$ cat src/rtl/tail_light_sched_if.sv
// Lamp-bank bus: raw turn requests in, lamp pattern and status out.
// Master drives requests, slave (the sequencer) drives lamps and status.
interface tail_light_sched_if;
    logic       left;
    logic       right;
    logic [5:0] light;
    logic [1:0] mode;
    logic       step_tick;
    logic       seq_done;

    modport master (
        output left, right,
        input  light, mode, step_tick, seq_done
    );

    modport slave (
        input  left, right,
        output light, mode, step_tick, seq_done
    );
endinterface

$ cat src/rtl/tail_light_sched.sv
// Tail-light sequencer: debounced left/right requests drive
// left/right sweeps or hazard flashing, paced by a prescaler.
module tail_light_sched #(
    parameter int TICK_DIV   = 4,
    parameter int DEB_CYCLES = 3
) (
    input logic          clk,
    input logic          reset,
    tail_light_sched_if.slave bus
);
    localparam int PW = $clog2(TICK_DIV);
    localparam int CW = $clog2(DEB_CYCLES + 1);
    localparam logic [PW-1:0] PRE_LAST = PW'(TICK_DIV - 1);
    localparam logic [CW-1:0] CNT_LAST = CW'(DEB_CYCLES - 1);

    localparam logic [3:0] IDLE  = 4'd0;
    localparam logic [3:0] L1    = 4'd1;
    localparam logic [3:0] L2    = 4'd2;
    localparam logic [3:0] L3    = 4'd3;
    localparam logic [3:0] R1    = 4'd4;
    localparam logic [3:0] R2    = 4'd5;
    localparam logic [3:0] R3    = 4'd6;
    localparam logic [3:0] H_ON  = 4'd7;
    localparam logic [3:0] H_OFF = 4'd8;
    localparam logic [3:0] GAP   = 4'd9;

    logic [3:0]    state;
    logic [3:0]    nxt;
    logic [3:0]    decide;
    logic [PW-1:0] pre;
    logic [1:0]    raw;
    logic [1:0]    q;
    logic [CW-1:0] cnt [2];
    logic          tick;
    logic          last;
    logic [5:0]    light_r;
    logic [5:0]    light_nxt;
    logic [1:0]    mode_r;
    logic [1:0]    mode_nxt;

    assign raw = {bus.left, bus.right};

    // q[1] is the qualified left request, q[0] the right one
    always_ff @(posedge clk or posedge reset) begin
        if (reset) begin
            q      <= '0;
            cnt[0] <= '0;
            cnt[1] <= '0;
        end else begin
            for (int i = 0; i < 2; i++) begin
                if (raw[i] == q[i]) begin
                    cnt[i] <= '0;
                end else if (cnt[i] == CNT_LAST) begin
                    q[i]   <= raw[i];
                    cnt[i] <= '0;
                end else begin
                    cnt[i] <= cnt[i] + 1'b1;
                end
            end
        end
    end

    assign tick = (state != IDLE) && (pre == PRE_LAST);
    assign last = (state == L3) || (state == R3) || (state == H_OFF);

    always_comb begin
        decide = IDLE;
        unique case (1'b1)
            (q[1] &  q[0]): decide = H_ON;
            (q[1] & ~q[0]): decide = L1;
            (~q[1] & q[0]): decide = R1;
            default:        decide = IDLE;
        endcase
    end

    always_comb begin
        nxt = state;
        case (state)
            IDLE:  nxt = decide;
            L1:    nxt = tick ? L2    : L1;
            L2:    nxt = tick ? L3    : L2;
            L3:    nxt = tick ? GAP   : L3;
            R1:    nxt = tick ? R2    : R1;
            R2:    nxt = tick ? R3    : R2;
            R3:    nxt = tick ? GAP   : R3;
            H_ON:  nxt = tick ? H_OFF : H_ON;
            H_OFF: nxt = tick ? decide : H_OFF;
            GAP:   nxt = tick ? decide : GAP;
            default: nxt = IDLE;
        endcase
    end

    // GAP keeps the mode of the sequence that just finished
    always_comb begin
        light_nxt = 6'b000000;
        mode_nxt  = 2'b00;
        case (nxt)
            L1:    begin light_nxt = 6'b001000; mode_nxt = 2'b01; end
            L2:    begin light_nxt = 6'b011000; mode_nxt = 2'b01; end
            L3:    begin light_nxt = 6'b111000; mode_nxt = 2'b01; end
            R1:    begin light_nxt = 6'b000100; mode_nxt = 2'b10; end
            R2:    begin light_nxt = 6'b000110; mode_nxt = 2'b10; end
            R3:    begin light_nxt = 6'b000111; mode_nxt = 2'b10; end
            H_ON:  begin light_nxt = 6'b111111; mode_nxt = 2'b11; end
            H_OFF: begin light_nxt = 6'b000000; mode_nxt = 2'b11; end
            GAP:   begin light_nxt = 6'b000000; mode_nxt = mode_r; end
            default: begin light_nxt = 6'b000000; mode_nxt = 2'b00; end
        endcase
    end

    always_ff @(posedge clk or posedge reset) begin
        if (reset) begin
            state   <= IDLE;
            pre     <= '0;
            light_r <= '0;
            mode_r  <= '0;
        end else begin
            state   <= nxt;
            light_r <= light_nxt;
            mode_r  <= mode_nxt;
            if (nxt == IDLE || state == IDLE || pre == PRE_LAST)
                pre <= '0;
            else
                pre <= pre + 1'b1;
        end
    end

    assign bus.light     = light_r;
    assign bus.mode      = mode_r;
    assign bus.step_tick = tick;
    assign bus.seq_done  = tick & last;
endmodule

$ cat src/flat_wrapper.sv
// flat-port wrapper written by rule: the top's interface ports become plain ports
module tail_light_sched_flat 
#(
    parameter int TICK_DIV   = 4,
    parameter int DEB_CYCLES = 3
)
  (clk, reset, bus_left, bus_right, bus_light, bus_mode, bus_step_tick, bus_seq_done);
  tail_light_sched_if bus_i ();
  input logic clk;
  input logic reset;
  input wire logic [$bits(bus_i.left)-1:0] bus_left;
  input wire logic [$bits(bus_i.right)-1:0] bus_right;
  output wire logic [$bits(bus_i.light)-1:0] bus_light;
  output wire logic [$bits(bus_i.mode)-1:0] bus_mode;
  output wire logic [$bits(bus_i.step_tick)-1:0] bus_step_tick;
  output wire logic [$bits(bus_i.seq_done)-1:0] bus_seq_done;
  assign bus_i.left = bus_left;
  assign bus_i.right = bus_right;
  assign bus_light = bus_i.light;
  assign bus_mode = bus_i.mode;
  assign bus_step_tick = bus_i.step_tick;
  assign bus_seq_done = bus_i.seq_done;
  tail_light_sched #(.TICK_DIV(TICK_DIV), .DEB_CYCLES(DEB_CYCLES)) u_core (.clk(clk), .reset(reset), .bus(bus_i));
endmodule
$ cat config.mk
export PLATFORM = sky130hd
export DESIGN_NAME = tail_light_sched_flat
export DESIGN_NICKNAME = d
export VERILOG_FILES = /design/src/rtl/tail_light_sched_if.sv /design/src/rtl/tail_light_sched.sv /design/src/flat_wrapper.sv
export SDC_FILE = /design/constraint.sdc
export NUM_CORES = 1
export LEC_CHECK = 0
export BUFFER_PORTS_ARGS = -buffer_cell sky130_fd_sc_hd__buf_4
export CORE_AREA = 8 8 58 60
export CTS_CLUSTER_DIAMETER = 50
export DETAILED_ROUTE_END_ITERATION = 16
export DIE_AREA = 0 0 66 68
export PLACE_DENSITY = 0.69
export SYNTH_ARGS = -nofsm -noshare
export SYNTH_HDL_FRONTEND = slang
export SYNTH_SLANG_ARGS = --single-unit
export TNS_END_PERCENT = 10
$ cat constraint.sdc
create_clock -name clk -period 2.5 [get_ports clk]
set_input_delay 0.5 -clock clk [delete_from_list [all_inputs] [get_ports clk]]
set_output_delay 0.5 -clock clk [all_outputs]
set_load 0.1 [all_outputs]
==> out/metrics.yaml, run 1 <==
synth-compound-area-share_pct: 20.14
status: "finished clean"
dp.cells: 136
critical_path_class: "reg2out"
reg2reg_setup_slack_ns: 0.44
clock_sinks: 20
die-area_um2: 4488
r2r_start: "u_core.pre[0]"
via_per_inst: 5.450
syn-instance-count: 94
syn_avg_cell_area_um2: 11.37
drc: 0
gr-total-overflow: 0
num_rows: 19
synth-simple-area-share_pct: 20.02
ys_warn_count: 0
multi_input_area_um2: 504.2
synth_edf_count: 0
synth-xor-area-share_pct: 2.459
rr_worst_depth: 6
clk_latency_ns: 0.30
cp-startpoint: "u_core.state[3]"
first_iter_violations: 59
synth-seq-cells: 20
rsz0062_at_grt: "false"
final.setup.tns_ns: 0
rr_endpoint: "u_core.bus.mode[0]"
relSlewSlack_pct: 50.66
setup_violations: 0
die_y_um: 68
crit_cells: 4
path_clk_slew_ns: 0.10
htreeDepth: 1
cp_max_fo: 8
cts_tree: "built"
cp.buffers_inverters: 1
grt_pass1_wl_um: 3712
grt_usage_pct: 10.55
cts_setup_buffers: 0
finClkSkew_ns: 0.002057
ys.flop_type: "dfrtp_1"
drive_above_1_share_pct: 33.03
min_period_over_period_pct: 94.67
cts_max_path_buffers: 2
cp_data_required_time_ns: 2.00
pin_count: 14
start_util_pct: 41.62
critPathArrivalTime_ns: 1.87
hold_buffers: 0
antenna_left: 0
antenna_found_initial: 0
wl_per_cell_um: 15.05
cts_root_buf: "clkbuf_4"
critPathMaxStageDelay_ns: 0.53
cap_violations: 0
path_cells: "or3b_4 > o22ai_1 > and2_1 > buf_4"
synth_fa_ha_area_share_pct: 1.171
hold_violations: 0
netlist_area_um2: 1069
crit_slowest_cell: "dfrtp_1"
final-seq-area_um2: 500.5
worst_setup_path_end_kind: "output pin"
grt_pass1_vias: 799
min_path_type: "in2async"
diodes: 0
synth_fp_nets: 99
synth_mux_area_share_pct: 3.162
seq_area_frac_synth_pct: 46.84
ys_types: 41
fmax_mhz: 422.5
vias: 763
fillers: 255
core_area_um2: 2567
critPathTopFamily: "simple AND/OR/NAND/NOR gates"
syn_to_final_growth_pct: 14.75
cts_buffers: 3
grt_start_max_net_pins: 21
critPathCapture: "bus_seq_done"
routabilityCongestion: 0.8971
firstDrtPassIters: 4
io_buffers: 13
fp.dieW_um: 66
worst-slew-pin-transition_ns: 0.7393
startpoint_type: "flip-flop"
post-route-min-period_ns: 2.367
maxSlewViolCount: 0
synth_top_family_by_area: "compound AO/OA/AOI/OAI gates"
cts-resized-gates: 0
async_reset_ff_share_pct: 100.0
dpl.hpwl_um: 1552
totalWireLength_um: 2107
layoutNonFillerInstCount: 140
nets: 115
==> area by class of cell <==
class                           instances  area share (%)
Tap cell                               31           3.163
Inverter                                9           2.755
Clock buffer                            4           2.959
Sequential cell                        20           40.82
Timing Repair Buffer                   15           9.184
Multi-Input combinational cell         61           41.12
==> Yosys cell counts (2+ instances only) <==
library cell | count | share of area, %
nor2b_1 | 3 | 1.8
nor2_1 | 6 | 2.1
nor3_1 | 2 | 0.94
a21oi_1 | 2 | 0.94
buf_2 | 2 | 0.94
xnor2_1 | 3 | 2.5
dfrtp_1 | 20 | 47
buf_6 | 2 | 2.1
nor3b_1 | 3 | 2.1
a2111oi_2 | 2 | 2.8
o22ai_1 | 5 | 2.9
mux2_2 | 3 | 3.2
nand3b_1 | 4 | 2.8
o21a_1 | 2 | 1.4
inv_1 | 9 | 3.2
==> per-layer routing <==
metal | wire [µm] | share of wire, % | up-vias | global-route usage, %
met4 | 53 | 2.5 | 0 | 4.800
met1 | 1006 | 48 | 376 | 13.57
met2 | 983 | 47 | 11 | 16.69
met3 | 64 | 3.0 | 7 | 2.291
met5 | 0 | 0 | - | 0
li1 | - | - | 369 | -
==> registers in the layout, indices dropped and copies added, names as in the netlist <==
signal and cells:
u_core.bus.mode 2, u_core.q 2, u_core.pre 2, u_core.state 4, u_core.cnt 4, u_core.bus.light 6
==> through the flow <==
stage	hold WS, ns	cell area (µm²)	setup WS [ns]	util (%)
2_1_floorplan	0.4221	1071	0.1776	-
3_3_place_gp	0.4332	1190	0.4921	46.35
3_5_place_dp	0.4446	1190	0.4791	46.35
4_1_cts	0.3381	1226	0.1328	47.76
5_1_grt	0.3976	1226	0.04934	47.76
6_report	0.3157	1226	0.1332	47.76
==> cell families (layout without fill, tap and decap cells) <==
group | Yosys count | count (layout)
AND/OR/NAND/NOR | 32 | 32
AO/OA/AOI/OAI | 22 | 22
flip-flops | 20 | 20
buffers and inverters | 13 | 28
XOR/XNOR | 3 | 3
multiplexers | 3 | 3
adder cells (fa/ha/maj) | 1 | 1
==> how the worst min path moves through the flow <==
stage,start,endpoint,cells after the start
detailed placement,u_core.cnt[0],u_core.cnt[0],1
global route,reset,u_core.bus.light[2],2
floorplan,u_core.cnt[0],u_core.cnt[0],1
CTS,reset,u_core.bus.light[2],2
global placement,u_core.cnt[0],u_core.cnt[0],1
finish,reset,u_core.bus.light[2],2
==> worst register-to-register path: cells and delay by family, from the launching register on <==
| kind | cells | cell delay, ns |
|---|---|---|
| compound gates | 3 | 0.83 |
| fa+ha+maj | 1 | 0.28 |
| buf+inv | 1 | 0.23 |
| flops | 1 | 0.39 |
| simple gates | 1 | 0.19 |
==> cell usage in the layout (no fill, tap or decap), types with 2 or more instances in the layout <==
cell type,Yosys,final
dfrtp_1,20,20
nand3b_1,4,4
nor3_1,2,2
a21oi_1,2,2
a2111oi_2,2,2
xnor2_1,3,3
nor2_1,6,6
clkbuf_4,0,3
o21a_1,2,2
inv_1,9,9
o22ai_1,5,5
nor2b_1,3,2
buf_4,0,15
nor3b_1,3,3
mux2_2,3,3
Power of run 1 is not shown: default switching activity piles up to over one toggle a cycle in this logic, so the estimate is an artifact.
==> run 2: changes to the inputs <==
CORE_AREA = 8 8 56 63   (was 8 8 58 60)
DIE_AREA = 0 0 64 71   (was 0 0 66 68)
PLACE_DENSITY = 0.68   (was 0.69)
==> out/metrics.yaml, run 2 (synthesized netlist as in run 1, its figures left out) <==
post-route-min-period_ns: 2.354
r2r_start: "u_core.pre[0]"
fp.dieW_um: 64
largest_reg_flops: 6
worst-slew-pin-transition_ns: 0.6977
status: "finished clean"
cts_buffers: 3
vias: 755
min_path_type: "in2async"
antenna_found_initial: 0
num_rows: 20
min_period_over_period_pct: 94.15
final_cell_mix: "dfrtp_1 (20), buf_4 (15), inv_1 (9)"
io_buffers: 13
finClkSkew_ns: 0.003924
grt_usage_pct: 9.617
rr_worst_depth: 6
rr_endpoint: "u_core.bus.mode[0]"
core_area_um2: 2577
path_clk_slew_ns: 0.10
layout_commonest_cell: "dfrtp_1"
setup_violations: 0
final.setup.tns_ns: 0
routed-wl-met2_um: 1052
grt_pass1_vias: 772
cp_data_required_time_ns: 2.00
rsz0062_at_grt: "false"
wl_met3_um: 73
grt_start_max_net_pins: 21
dpl.hpwl_um: 1595
utilization_pct: 47.14
drc: 0
cts_tree: "built"
cts_root_buf: "clkbuf_4"
drive_above_1_share_pct: 32.41
hold_violations: 0
die-area_um2: 4544
hold_buffers: 0
cp-startpoint: "u_core.state[3]"
critPathCapture: "bus_seq_done"
fmax_mhz: 424.9
diodes: 0
die_y_um: 71
cp_max_fo: 8
cts_setup_buffers: 0
hold_slack_ns: 0.3183
relSlewSlack_pct: 53.44
cap_violations: 0
clock_sinks: 20
via_per_inst: 5.355
antenna_left: 0
htreeDepth: 1
wl_per_cell_um: 14.44
syn_to_final_growth_pct: 13.70
pin_count: 14
grt_pass1_wl_um: 3539
startpoint_type: "flip-flop"
wl_met1_um: 871
cts-resized-gates: 0
gr-total-overflow: 0
first_iter_violations: 8
maxSlewViolCount: 0
clk_latency_ns: 0.29
reg2reg_setup_slack_ns: 0.50
worst_setup_path_end_kind: "output pin"
critical_path_class: "reg2out"
start_util_pct: 41.46
nets: 115
cts_max_path_buffers: 2
dr.max_layer_used: "met4"
routabilityCongestion: 0.7741
totalWireLength_um: 2036
firstDrtPassIters: 4
critPathArrivalTime_ns: 1.85
## run 2: layer usage
| metal | global-route usage (%) | vias up |
|---|---|---|
| met3 | 1.422 | 4 |
| met1 | 11.35 | 369 |
| met2 | 15.87 | 11 |
| li1 | - | 371 |
| met4 | 5.955 | 0 |
| met5 | 0 | - |
## run 2: final cells by class
type,count,area [µm²]
Fill cell,240,1363
Multi-Input combinational cell,61,504.2
Sequential cell,20,500.5
Timing Repair Buffer,15,112.6
Tap cell,33,41.29
Inverter,9,33.78
Clock buffer,3,22.52
## run 2: worst min-delay path by stage
| stage | endpoint | startpoint |
|---|---|---|
| 6_report | u_core.state[1] | reset |
| 5_1_grt | u_core.bus.light[2] | reset |
| 4_1_cts | u_core.bus.light[5] | reset |
| 3_5_place_dp | u_core.cnt[1] | u_core.cnt[1] |
| 3_3_place_gp | u_core.cnt[2] | u_core.cnt[3] |
| 2_1_floorplan | u_core.cnt[0] | u_core.cnt[0] |
## run 2: metrics by stage
stage / setup WS (ns) / instance area, µm² / std cells
floorplan: 0.1776 / 1071 / 94
global placement: 0.4635 / 1192 / 138
detailed placement: 0.4783 / 1192 / 138
CTS: 0.1461 / 1215 / 141
global route: 0.06043 / 1215 / 141
finish: 0.1462 / 1215 / 141
## run 2: critical path, cell delays in order (launching register included)
cell and delay (ns):
dfrtp_1 0.53, or3b_4 0.46, o22ai_1 0.15, and2_1 0.14, buf_4 0.28
Power of run 2 is left out for the same reason.
==> run 3: changes to the inputs <==
CTS_BUF_LIST = sky130_fd_sc_hd__clkbuf_16   (was not set)
==> out/metrics.yaml, run 3 (synthesized netlist as in run 1, its figures left out) <==
worst-slew-pin-transition_ns: 0.6985
final_cell_mix: "dfrtp_1 (20), buf_4 (15), inv_1 (9)"
setup_violations: 0
drive_above_1_share_pct: 32.41
startpoint_type: "flip-flop"
die_y_um: 71
critPathMaxStageDelay_ns: 0.51
cts_max_path_buffers: 2
gr-total-overflow: 0
min_period_over_period_pct: 91.89
vias: 770
cts_setup_buffers: 0
dpl.hpwl_um: 1595
largest_reg_flops: 6
r2r_start: "u_core.pre[0]"
reg2reg_setup_slack_ns: 0.45
wl_per_cell_um: 15.38
path_cells: "or3b_4 > o22ai_1 > and2_1 > buf_4"
die-area_um2: 4544
start_util_pct: 41.46
routabilityCongestion: 0.7741
hold_violations: 0
grt_pass1_vias: 815
core_area_um2: 2577
grt_start_max_net_pins: 21
utilization_pct: 49.17
relSlewSlack_pct: 53.38
rr_worst_depth: 6
pre_cts_ws_ns: 0.4783
nets: 115
cp-startpoint: "u_core.state[3]"
grt_pass1_wl_um: 3684
crit_slowest_cell: "dfrtp_1"
clock_sinks: 20
cp_data_required_time_ns: 2.00
worst_setup_path_end_kind: "output pin"
antenna_left: 0
layout_commonest_cell: "dfrtp_1"
cts-resized-gates: 0
clk_latency_ns: 0.25
diodes: 0
rsz0062_at_grt: "false"
path_clk_slew_ns: 0.05
drc: 0
rr_endpoint: "u_core.bus.mode[0]"
final.setup.tns_ns: 0
syn_to_final_growth_pct: 18.62
cts_root_buf: "clkbuf_16"
grt_usage_pct: 9.942
firstDrtPassIters: 4
critical_path_class: "reg2out"
num_rows: 20
cp_max_fo: 8
finClkSkew_ns: 0.003107
post-route-min-period_ns: 2.297
antenna_found_initial: 0
pin_count: 14
setup_ws_ns: 0.2027
io_buffers: 13
via_per_inst: 5.461
hold_buffers: 0
cts_tree: "built"
totalWireLength_um: 2169
cts_buffers: 3
htreeDepth: 1
fp.dieW_um: 64
cap_violations: 0
maxSlewViolCount: 0
first_iter_violations: 5
status: "finished clean"
min_path_type: "in2async"
fmax_mhz: 435.3
critPathArrivalTime_ns: 1.80
-- run 3: worst max-delay path, delay by kind of cell, from the launching register on --
kind | cells | cell delay [ns]
AO/OA/AOI/OAI | 1 | 0.15
buffers and inverters | 1 | 0.28
flip-flops | 1 | 0.51
AND/OR/NAND/NOR | 2 | 0.60
-- run 3: layout make-up --
| cell class | count | area [µm²] |
|---|---|---|
| Fill cell | 232 | 1310 |
| Multi-Input combinational cell | 61 | 504.2 |
| Sequential cell | 20 | 500.5 |
| Timing Repair Buffer | 15 | 112.6 |
| Clock buffer | 3 | 75.07 |
| Tap cell | 33 | 41.29 |
| Inverter | 9 | 33.78 |
-- run 3: worst max path at each step --
stage                    to  slack, ns  cells after the start
5_1_grt        bus_seq_done       0.14                      4
3_3_place_gp   bus_seq_done       0.46                      4
4_1_cts        bus_seq_done       0.21                      4
3_5_place_dp   bus_seq_done       0.48                      4
2_1_floorplan  bus_seq_done       0.18                      4
6_report       bus_seq_done       0.20                      4
-- run 3: stage by stage --
stage                     cell area, µm²  cells  hold WS, ns
after floorplan                     1071     94       0.4221
after global routing                1267    141       0.4472
after detailed placement            1192    138       0.4435
final                               1267    141       0.3720
after CTS                           1267    141       0.3927
after global placement              1192    138       0.4357
-- run 3: routing by layer --
| metal | routed length [µm] | track usage [%] |
|---|---|---|
| met1 | 925 | 11.54 |
| met2 | 1119 | 16.54 |
| met3 | 74 | 1.896 |
| met4 | 50 | 5.707 |
| met5 | 0 | 0 |
Power of run 3 is left out for the same reason.
